$ cat src/rtl/mult_arb_pkg.sv
// Shared definitions for the multiplier-sharing arbiter: FSM state encoding and a
// constant-safe clog2 for sizing select and counter fields.
package mult_arb_pkg;

    localparam int STATE_W = 2;

    typedef enum logic [STATE_W-1:0] {
        IDLE  = 2'd0,
        ISSUE = 2'd1,
        BUSY  = 2'd2,
        RESP  = 2'd3
    } state_e;

    // Never returns 0 so a field sized from it is always at least one bit wide.
    function automatic int clog2(input int n);
        int r;
        r = 0;
        while ((1 << r) < n) r++;
        return (r < 1) ? 1 : r;
    endfunction

endpackage

$ cat src/rtl/mult_arb_rr_pick.sv
// Combinational round-robin picker: first set request scanning upward from last+1,
// wrapping around, so the previous winner has lowest priority.
module mult_arb_rr_pick #(
    parameter int N_REQ = 4,
    parameter int SEL_W = 2
) (
    input  logic [N_REQ-1:0] req,
    input  logic [SEL_W-1:0] last,
    output logic [N_REQ-1:0] pick,
    output logic [SEL_W-1:0] pick_idx,
    output logic             pick_vld
);

    logic [SEL_W-1:0] idx;

    always_comb begin
        pick     = '0;
        pick_idx = '0;
        pick_vld = 1'b0;
        idx      = '0;
        for (int off = 1; off <= N_REQ; off++) begin
            idx = SEL_W'((int'(last) + off) % N_REQ);
            if (!pick_vld && req[idx]) begin
                pick_vld  = 1'b1;
                pick[idx] = 1'b1;
                pick_idx  = idx;
            end
        end
    end

endmodule

$ cat src/rtl/mult_share_arbiter_taint.sv
// Round-robin sequencer sharing one sequential multiplier among N_REQ requesters,
// with an optional word-level taint shadow enabled by `define MULT_ARB_TAINT_EN.
module mult_share_arbiter_taint
    import mult_arb_pkg::*;
#(
    parameter int WIDTH    = 4,
    parameter int N_REQ    = 4,
    parameter int MAX_WAIT = 2*WIDTH + 6
) (
    input  logic                     clk,
    input  logic                     rst,
    input  logic [N_REQ-1:0]         req,
    input  logic [N_REQ-1:0]         req_t,
    input  logic [N_REQ*WIDTH-1:0]   req_a,
    input  logic [N_REQ*WIDTH-1:0]   req_a_t,
    input  logic [N_REQ*WIDTH-1:0]   req_b,
    input  logic [N_REQ*WIDTH-1:0]   req_b_t,
    output logic [N_REQ-1:0]         grant,
    output logic [N_REQ-1:0]         grant_t,
    output logic [N_REQ-1:0]         rsp_valid,
    output logic [N_REQ-1:0]         rsp_valid_t,
    output logic [2*WIDTH-1:0]       rsp_data,
    output logic [2*WIDTH-1:0]       rsp_data_t,
    output logic                     mul_start,
    output logic                     mul_start_t,
    output logic [WIDTH-1:0]         mul_a,
    output logic [WIDTH-1:0]         mul_a_t,
    output logic [WIDTH-1:0]         mul_b,
    output logic [WIDTH-1:0]         mul_b_t,
    input  logic                     mul_done,
    input  logic                     mul_done_t,
    input  logic [2*WIDTH-1:0]       mul_product,
    input  logic [2*WIDTH-1:0]       mul_product_t,
    output logic                     err
);

    localparam int SEL_W = clog2(N_REQ);
    localparam int CNT_W = clog2(MAX_WAIT + 1);

    state_e                      state, state_nxt;
    logic [SEL_W-1:0]            sel_q, last_q, pick_idx;
    logic [N_REQ-1:0]            pick;
    logic                        pick_vld;
    logic [WIDTH-1:0]            a_q, b_q;
    logic [2*WIDTH-1:0]          prod_q;
    logic [CNT_W-1:0]            cnt;
    logic                        take, timeout;
    logic [N_REQ-1:0][WIDTH-1:0] a_slot, b_slot;

    assign a_slot = req_a;
    assign b_slot = req_b;

    mult_arb_rr_pick #(.N_REQ(N_REQ), .SEL_W(SEL_W)) u_pick (
        .req      (req),
        .last     (last_q),
        .pick     (pick),
        .pick_idx (pick_idx),
        .pick_vld (pick_vld)
    );

    always_ff @(posedge clk or posedge rst) begin
        if (rst) state <= IDLE;
        else     state <= state_nxt;
    end

    // grant is combinational in IDLE; rst gates it so outputs drop the moment reset asserts.
    always_comb begin
        state_nxt = state;
        take      = 1'b0;
        timeout   = 1'b0;
        grant     = '0;
        mul_start = 1'b0;
        rsp_valid = '0;
        rsp_data  = '0;
        case (state)
            IDLE: begin
                if (pick_vld && !rst) begin
                    take      = 1'b1;
                    grant     = pick;
                    state_nxt = ISSUE;
                end
            end
            ISSUE: begin
                mul_start = 1'b1;
                state_nxt = BUSY;
            end
            BUSY: begin
                if (mul_done) begin
                    state_nxt = RESP;
                end else if (cnt == CNT_W'(MAX_WAIT - 1)) begin
                    timeout   = 1'b1;
                    state_nxt = RESP;
                end
            end
            RESP: begin
                rsp_valid[sel_q] = 1'b1;
                rsp_data         = prod_q;
                state_nxt        = IDLE;
            end
            default: state_nxt = IDLE;
        endcase
    end

    always_ff @(posedge clk or posedge rst) begin
        if (rst) begin
            sel_q  <= '0;
            last_q <= SEL_W'(N_REQ - 1);
            a_q    <= '0;
            b_q    <= '0;
            prod_q <= '0;
            cnt    <= '0;
            err    <= 1'b0;
        end else begin
            if (take) begin
                sel_q <= pick_idx;
                a_q   <= a_slot[pick_idx];
                b_q   <= b_slot[pick_idx];
            end
            if (state == ISSUE)     cnt <= '0;
            else if (state == BUSY) cnt <= cnt + 1'b1;
            if (state == BUSY && mul_done) prod_q <= mul_product;
            if (timeout) begin
                prod_q <= '0;
                err    <= 1'b1;
            end
            if (state == RESP) last_q <= sel_q;
        end
    end

    assign mul_a = a_q;
    assign mul_b = b_q;

`ifdef MULT_ARB_TAINT_EN
    logic                        state_t, sel_t_q, sel_t_pick;
    logic [WIDTH-1:0]            a_t_q, b_t_q;
    logic [2*WIDTH-1:0]          prod_t_q;
    logic [N_REQ-1:0][WIDTH-1:0] a_t_slot, b_t_slot;

    assign a_t_slot   = req_a_t;
    assign b_t_slot   = req_b_t;
    assign sel_t_pick = (|req_t) | state_t;

    always_ff @(posedge clk or posedge rst) begin
        if (rst) begin
            state_t  <= 1'b0;
            sel_t_q  <= 1'b0;
            a_t_q    <= '0;
            b_t_q    <= '0;
            prod_t_q <= '0;
        end else begin
            if (state == IDLE)      state_t <= |req_t;
            else if (state == BUSY) state_t <= state_t | mul_done_t;
            if (take) begin
                sel_t_q <= sel_t_pick;
                a_t_q   <= a_t_slot[pick_idx];
                b_t_q   <= b_t_slot[pick_idx];
            end
            if (state == BUSY && mul_done) prod_t_q <= mul_product_t;
            if (timeout)                   prod_t_q <= '0;
        end
    end

    assign grant_t     = (state == IDLE && !rst) ? {N_REQ{sel_t_pick}} : '0;
    assign mul_start_t = sel_t_q;
    assign mul_a_t     = a_t_q | {WIDTH{sel_t_q}};
    assign mul_b_t     = b_t_q | {WIDTH{sel_t_q}};
    assign rsp_valid_t = {N_REQ{state_t}};
    assign rsp_data_t  = prod_t_q | {(2*WIDTH){state_t}};
`else
    logic unused_taint;
    assign unused_taint = ^{req_t, req_a_t, req_b_t, mul_done_t, mul_product_t};
    assign grant_t      = '0;
    assign mul_start_t  = 1'b0;
    assign mul_a_t      = '0;
    assign mul_b_t      = '0;
    assign rsp_valid_t  = '0;
    assign rsp_data_t   = '0;
`endif

endmodule
$ cat config.mk
export PLATFORM = sky130hd
export DESIGN_NAME = mult_share_arbiter_taint
export DESIGN_NICKNAME = d
export VERILOG_FILES = /design/src/rtl/mult_arb_pkg.sv /design/src/rtl/mult_arb_rr_pick.sv /design/src/rtl/mult_share_arbiter_taint.sv
export SDC_FILE = /design/constraint.sdc
export NUM_CORES = 1
export LEC_CHECK = 0
export ABC_AREA = 1
export ABC_CLOCK_PERIOD_IN_PS = 7100
export CORE_MARGIN = 10
export CORE_UTILIZATION = 62
export DETAILED_ROUTE_END_ITERATION = 8
export DONT_BUFFER_PORTS = 1
export GPL_TIMING_DRIVEN = 1
export PLACE_DENSITY = 0.85
export REMOVE_ABC_BUFFERS = 1
export SYNTH_ARGS = -nofsm -noshare
export SYNTH_HDL_FRONTEND = slang
export SYNTH_SLANG_ARGS = --single-unit
$ cat constraint.sdc
create_clock -name clk -period 7.1 [get_ports clk]
set_input_delay 1.42 -clock clk [delete_from_list [all_inputs] [get_ports clk]]
set_output_delay 1.42 -clock clk [all_outputs]
set_load 0.02 [all_outputs]
==> results by group, run 1 <==
Clocking
  – CTS tree: done
  – Htree depth: 1
  – Longest Clk Path Bufs: 2
  – Cells resized by post-CTS repair: 0
  – CTS Root Cell: clkbuf_8
  – Hold_buf cts: 0
  – Clk sink count: 27
  – TritonCTS buffer count: 3
  – CTS clock-pin slew for the worst setup and hold paths: 0.09 ns
  – Setup Buffers After CTS: 0
  – Skew-Pair Late Insertion Delay: 0.27 ns

Drt
  – Via Count: 2028
  – 1st-pass router iterations: 5
  – Routed len/inst: 13.83 um
  – Max layer used: met4
  – Met2 WL: 2.636 mm
  – WL met3: 637 um
  – Detailed-route DRC error count: 0
  – 1st-iter DRT viols: 187
  – Antenna Nets Post-Route: 0
  – Final wirelength: 5.420 mm
  – M1 WL: 2.102 mm
  – Vias/cell: 5.173

Synth
  – Sequential-to-total area share from yosys stat: 28.44%
  – Synth area leaders: dfrtp_1 (26%), nand2_1 (14%), nand3_1 (9.2%), inv_1 (9.1%), buf_4 (8.2%)
  – Most numerous cell in the Yosys netlist: nand2_1
  – Async SR Flop Fraction: 100.0%
  – Syn Inst Count: 349
  – FF+latch count, synth: 27
  – EDFF count, synth: 0
  – Post-synth top cells: nand2_1 (92), inv_1 (58), nand3_1 (44), buf_4 (26), dfrtp_1 (25)
  – Post-synth top area share: 26.23%
  – Mapped Avg Cell Area: 6.833 um^2
  – Synth warn: 0
  – Area leader, netlist: dfrtp_1
  – Synth cell types: 30
  – Most used DFF post-synth: dfrtp_1
  – Area of the mapped netlist: 0.002385 mm^2

Placed design
  – Post-DP HPWL: 4.419 mm
  – Pre-CTS setup slack: 2.809 ns
  – Global placement routability congestion: 0.9183
  – Port buffer count: 0

Cells and area
  – Multi-input logic area: 0.001320 mm^2
  – Share of layout cells above drive strength 1: 10.76%
  – Layout filler cell count: 356
  – Reg area: 678.2 um^2
  – Diode count: 0
  – Nets@finish: 451
  – Final Util: 63.57%
  – Area delta synth->final: -1.679%

Pwr
  – Leakage power: 1.401 nW
  – PD cells: 509.3 mW/mm^2
  – Worst VDD drop: 0.2367 mV

Timing
  – Period utilization: 61.32%
  – RSZ-0062 raised after global routing: false
  – Setup-failing EPs final: 0
  – Max-slew violations: 0
  – Total negative slack: 0 ns
  – Final hold violations: 0
  – Clk_skew: 0.008427 ns
  – Period minus WS final: 4.354 ns
  – Fmax: 0.2297 GHz
  – Worst Setup Slack, final: 2.746 ns

Critical path
  – FF-to-FF path depth: 11
  – Crit path max fanout: 14
  – Data arrival, critical path: 2.93 ns
  – Crit path capture type: primary output
  – Crit Reg-Reg Startpoint: last_q[0]$_DFFE_PP1P_
  – Crit path launch type: flip-flop
  – Worst r2r dst: mul_b[2]$_DFFE_PP0P_
  – Reg2Reg Setup Slack: 4.01 ns
  – Critical path type: flip-flop to primary output
  – Req. time, crit path: 5.68 ns

Status
  – Outcome: finished clean

Global routing
  – Initial antenna violation count: 0
  – Vias in the first global route: 1908
  – First-pass GRT wire length: 8.507 mm
  – Grt ovf: 0
  – Tot GR Track Use: 15.36%
  – Largest net degree at the start of global routing: 29

Hold path
  – Hold endpoint: prod_q[2]$_DFFE_PP0P_
  – Min-delay src: prod_q[2]$_DFFE_PP0P_
  – Hold WC Path Type: flip-flop to flip-flop
  – Hold depth: 2

Die
  – Initial Utilization: 64.65%
  – Core Area: 0.003689 mm^2
  – Row count: 22
  – Die Wd: 82.02 um
  – Die height: 82.02 um
  – Die area: 0.006727 mm^2
  – I/O pins: 143

Run
  – Max cap viols: 0
-- flip-flops by register name (all words and copies together), names as in the netlist --
register	flops
state	2
err	1
mul_a	4
mul_b	4
prod_q	8
last_q	2
cnt	4
sel_q	2
-- critical path: stages, from the launching register on --
cell and delay (ns):
dfstp_2 0.68, inv_2 0.17, ha_1 0.42, inv_1 0.10, nand2_2 0.10, nand2_4 0.09
nor2_8 0.17, nand3_2 0.23, nand2_1 0.19, inv_2 0.06, nand2_4 0.15, inv_2 0.11
nand2_1 0.09, inv_1 0.10
-- layout make-up --
cell class / count / share of cell area [%]
timing repair buffer: 1 / 0.3202
clock inverter: 1 / 0.2134
multi-input combinational: 250 / 56.30
clock buffer: 3 / 1.761
sequential: 27 / 28.92
inverter: 62 / 9.925
tap: 48 / 2.561
-- power breakdown --
| group | switching, W | internal [W] | total (W) |
|---|---|---|---|
| combinational | 0.000539 | 0.000256 | 0.000795 |
| sequential | 0.0000865 | 0.000229 | 0.000315 |
| clock | 0.0000442 | 0.0000392 | 0.0000834 |
-- worst max path at each step --
stage	from	to	slack (ns)	cells after the start
floorplan	rst	grant[0]	2.99	7
global placement	req[3]	grant[1]	2.84	12
detailed placement	req[3]	grant[1]	2.81	12
CTS	last_q[0]$_DFFE_PP1P_	grant[1]	2.74	13
global route	last_q[0]$_DFFE_PP1P_	grant[2]	2.47	13
finish	last_q[0]$_DFFE_PP1P_	grant[1]	2.75	13
-- routing by layer --
metal  GRT usage (%)  vias to the layer above
li1                -                     1037
met1           17.17                      897
met2           27.43                       88
met3           5.240                        6
met4           3.571                        0
met5               0                        -
-- stage by stage --
step | power, W | hold WS (ns) | area, um^2 | instances
after global placement | 0.001087 | 0.4820 | 2298 | 388
after global routing | 0.001328 | 0.5404 | 2345 | 392
after floorplan | 0.0009558 | 0.4686 | 2231 | 339
after detailed placement | 0.001111 | 0.4881 | 2298 | 388
after CTS | 0.001199 | 0.5077 | 2345 | 392
final | 0.001194 | 0.5050 | 2345 | 392
-- logic make-up (layout without fill, tap and decap cells) --
group	count (synthesis)	after routing	share of synthesized area, %
simple gates	183	183	37.09
buf+inv	96	67	19.99
compound gates	27	27	6.558
flops	27	27	28.44
fa+ha+maj	14	14	7.345
other cells	1	25	0.1572
mux	1	1	0.4197
-- cell usage in the layout (no fill, tap or decap), types with 2 or more instances in the layout --
master and n:
nor2_2 2, nand2_1 92, inv_2 4, or2_2 4, dfrtp_1 25, nand2_4 2, or2_0 3, dfstp_2 2
o21ai_2 2, inv_1 58, nor2_1 7, o21ai_0 9, a21oi_1 7, ha_1 14, nand4_1 12, conb_1 25
clkbuf_8 3, nand3_2 4, o22ai_1 5, nand2_2 10, a31oi_1 3, nand3_1 44
Note: power is estimated with default switching activity, not from simulation.
==> run 2, diff against run 1 <==
- ABC_CLOCK_PERIOD_IN_PS: 7100 -> 4500
- clock period: 7.1 -> 4.5 ns (I/O delays scaled with it)
==> run 2 against run 1 <==
Net effect:
- register-to-register slack worse by 2.6 ns
- sequential share of layout area stayed put
- hold slack got worse by 0.00079 ns
- critical path type unchanged
==> results by group, run 2 (synthesis results as in run 1) <==
Clocking
  – Skew-Pair Late Insertion Delay: 0.26 ns (about the same)
  – CTS Root Cell: clkbuf_8
  – Setup Buffers After CTS: 0 (unchanged)
  – Cells resized by post-CTS repair: 0 (unchanged)
  – Hold_buf cts: 0 (unchanged)
  – Clk sink count: 27 (unchanged)
  – TritonCTS buffer count: 3 (unchanged)
  – CTS clock-pin slew for the worst setup and hold paths: 0.09 ns (about the same)
  – Htree depth: 1 (unchanged)
  – CTS tree: done
  – Longest Clk Path Bufs: 2 (unchanged)

Drt
  – 1st-iter DRT viols: 188 (+0.53%)
  – Routed len/inst: 14.36 um (+3.9%)
  – Met2 WL: 2.825 mm (+7.2%)
  – Via Count: 2076 (+2.4%)
  – Antenna Nets Post-Route: 0 (unchanged)
  – M1 WL: 2.131 mm (+1.4%)
  – Final wirelength: 5.629 mm (+3.9%)
  – Vias/cell: 5.296 (+2.4%)
  – 1st-pass router iterations: 5 (unchanged)
  – WL met3: 615 um (-3.5%)
  – Max layer used: met4
  – Detailed-route DRC error count: 0 (unchanged)

Pwr
  – Logic pwr share: 66.7% (about the same)
  – Clk pwr share: 7.0% (about the same)
  – Leakage power: 1.401 nW (unchanged)
  – Internal: 0.0008279 W (+58%)
  – Switching Fraction: 56.39% (+0.29 points)
  – Net Switching: 0.001071 W (+60%)
  – Flop pwr share: 26.3% (about the same)
  – PD cells: 809.7 mW/mm^2 (+59%)
  – Worst VDD drop: 0.3615 mV (+53%)

Critical path
  – Critical path type: flip-flop to primary output
  – Data arrival, critical path: 2.96 ns (+0.03 ns)
  – Reg2Reg Setup Slack: 1.38 ns (-2.63 ns)
  – CP cell instances: inv_2, ha_1, inv_1, nand2_2, nand2_4, nor2_8, nand3_2, nand2_1, inv_2, nand2_4, inv_2, nand2_1, inv_1
  – Worst setup path start: last_q[0]$_DFFE_PP1P_
  – Crit path capture type: primary output
  – Crit path launch type: flip-flop
  – Req. time, crit path: 3.60 ns (-2.08 ns)
  – Slowest cell delay on critical path: 0.68 ns (about the same)
  – Crit path max-delay cell type: dfstp_2
  – Crit Reg-Reg Startpoint: last_q[0]$_DFFE_PP1P_
  – CP top delay family: simple AND/OR/NAND/NOR gates
  – Crit path max fanout: 14 (unchanged)
  – Cell repeated most along the worst path: inv_2
  – Critical path buffers and inverters: 5 (unchanged)

Placed design
  – Port buffer count: 0 (unchanged)
  – Global placement routability congestion: 0.9195 (+0.13%)
  – DP Area: 0.002298 mm^2 (unchanged)
  – Post-DP HPWL: 4.536 mm (+2.6%)
  – Pre-CTS setup slack: 0.9535 ns (-1.856 ns)
  – Placed cells: 388 (unchanged)

Cells and area
  – Largest Register: prod_q
  – Nets@finish: 451 (unchanged)
  – Max reg flops: 8 (unchanged)
  – Diode count: 0 (unchanged)
  – Post-route cell area: 0.002345 mm^2 (unchanged)
  – Share of layout cells above drive strength 1: 10.76% (unchanged)
  – Most common cell after layout, fill and taps aside: nand2_1
  – Final std cells w/o fill: 392 (unchanged)
  – Most frequent cells in the layout: nand2_1 (92), inv_1 (58), nand3_1 (44), conb_1 (25), dfrtp_1 (25)
  – Area delta synth->final: -1.679% (unchanged)

Die
  – Initial Utilization: 64.65% (unchanged)
  – Die height: 82.02 um (unchanged)
  – Row count: 22 (unchanged)
  – Die area: 0.006727 mm^2 (unchanged)
  – Die Wd: 82.02 um (unchanged)
  – Core Area: 0.003689 mm^2 (unchanged)
  – I/O pins: 143 (unchanged)

Global routing
  – Tot GR Track Use: 15.54% (+0.18 points)
  – Largest net degree at the start of global routing: 29 (unchanged)
  – Grt ovf: 0 (unchanged)
  – Initial antenna violation count: 0 (unchanged)
  – First-pass GRT wire length: 8.583 mm (+0.89%)
  – Vias in the first global route: 1936 (+1.5%)

Timing
  – Max-slew violations: 0 (unchanged)
  – Total negative slack: 0 ns (unchanged)
  – RSZ-0062 raised after global routing: false
  – Fmax: 0.2589 GHz
  – Final hold violations: 0 (unchanged)
  – Period utilization: 85.83%
  – Clk_skew: 0.002587 ns (-0.005839 ns)
  – Period minus WS final: 3.862 ns
  – Worst Setup Slack, final: 0.6377 ns (-2.109 ns)
  – Fin Hold WS: 0.5042 ns (-0.0007950 ns)
  – Setup-failing EPs final: 0 (unchanged)

Hold path
  – Min-delay src: prod_q[7]$_DFFE_PP0P_
  – Hold WC Path Type: flip-flop to flip-flop

Run
  – Max cap viols: 0 (unchanged)

Status
  – Outcome: finished clean
run 2: cell counts in the layout (fill, tap and decap cells not counted):
Identical to the previous run, type by type.
run 2: worst min-delay path: stages (launching register included):
cell and delay (ns):
dfrtp_1 0.35, nand3_1 0.07, nand2_1 0.05
run 2: layout make-up:
| cell class | instances | area, um^2 |
|---|---|---|
| flip-flops and latches | 27 | 678.2 |
| clock buffers | 3 | 41.29 |
| inverters | 62 | 232.7 |
| clock inverters | 1 | 5.005 |
| well taps | 48 | 60.06 |
| multi-input cells | 250 | 1320 |
| repair buffers | 1 | 7.507 |
| fillers | 356 | 1344 |
run 2: metrics by stage:
step           total power (W)  util [%]
2_1_floorplan         0.001508         -
3_3_place_gp          0.001715     62.31
3_5_place_dp          0.001764     62.31
4_1_cts               0.001901     63.57
5_1_grt               0.002093     63.57
6_report              0.001898     63.57
run 2: worst paths after layout:
path                                         endpoint  cells past startpoint
worst max-delay path                         grant[1]                     13
worst min-delay path            prod_q[7]$_DFFE_PP0P_                      2
worst max register to register   mul_a[0]$_DFFE_PP0P_                     11
worst min register to register  prod_q[7]$_DFFE_PP0P_                      2
max in group asynchronous       last_q[1]$_DFFE_PP1P_                      2
min in group asynchronous        mul_a[0]$_DFFE_PP0P_                      2
run 2: power groups by stage:
| stage | Sequential [W] | Combinational (W) | Clock [W] |
|---|---|---|---|
| global placement | 0.000500 | 0.00122 | 0 |
| CTS | 0.000501 | 0.00126 | 0.000138 |
| detailed placement | 0.000506 | 0.00126 | 0 |
| finish | 0.000500 | 0.00127 | 0.000132 |
| floorplan | 0.000477 | 0.00103 | 0 |
| global route | 0.000518 | 0.00143 | 0.000145 |
run 2: routing by layer:
layer / up-vias / global-route usage (%)
met1: 939 / 16.59
met5: - / 0
met3: 6 / 5.568
met2: 93 / 27.74
li1: 1038 / -
met4: 0 / 5.272
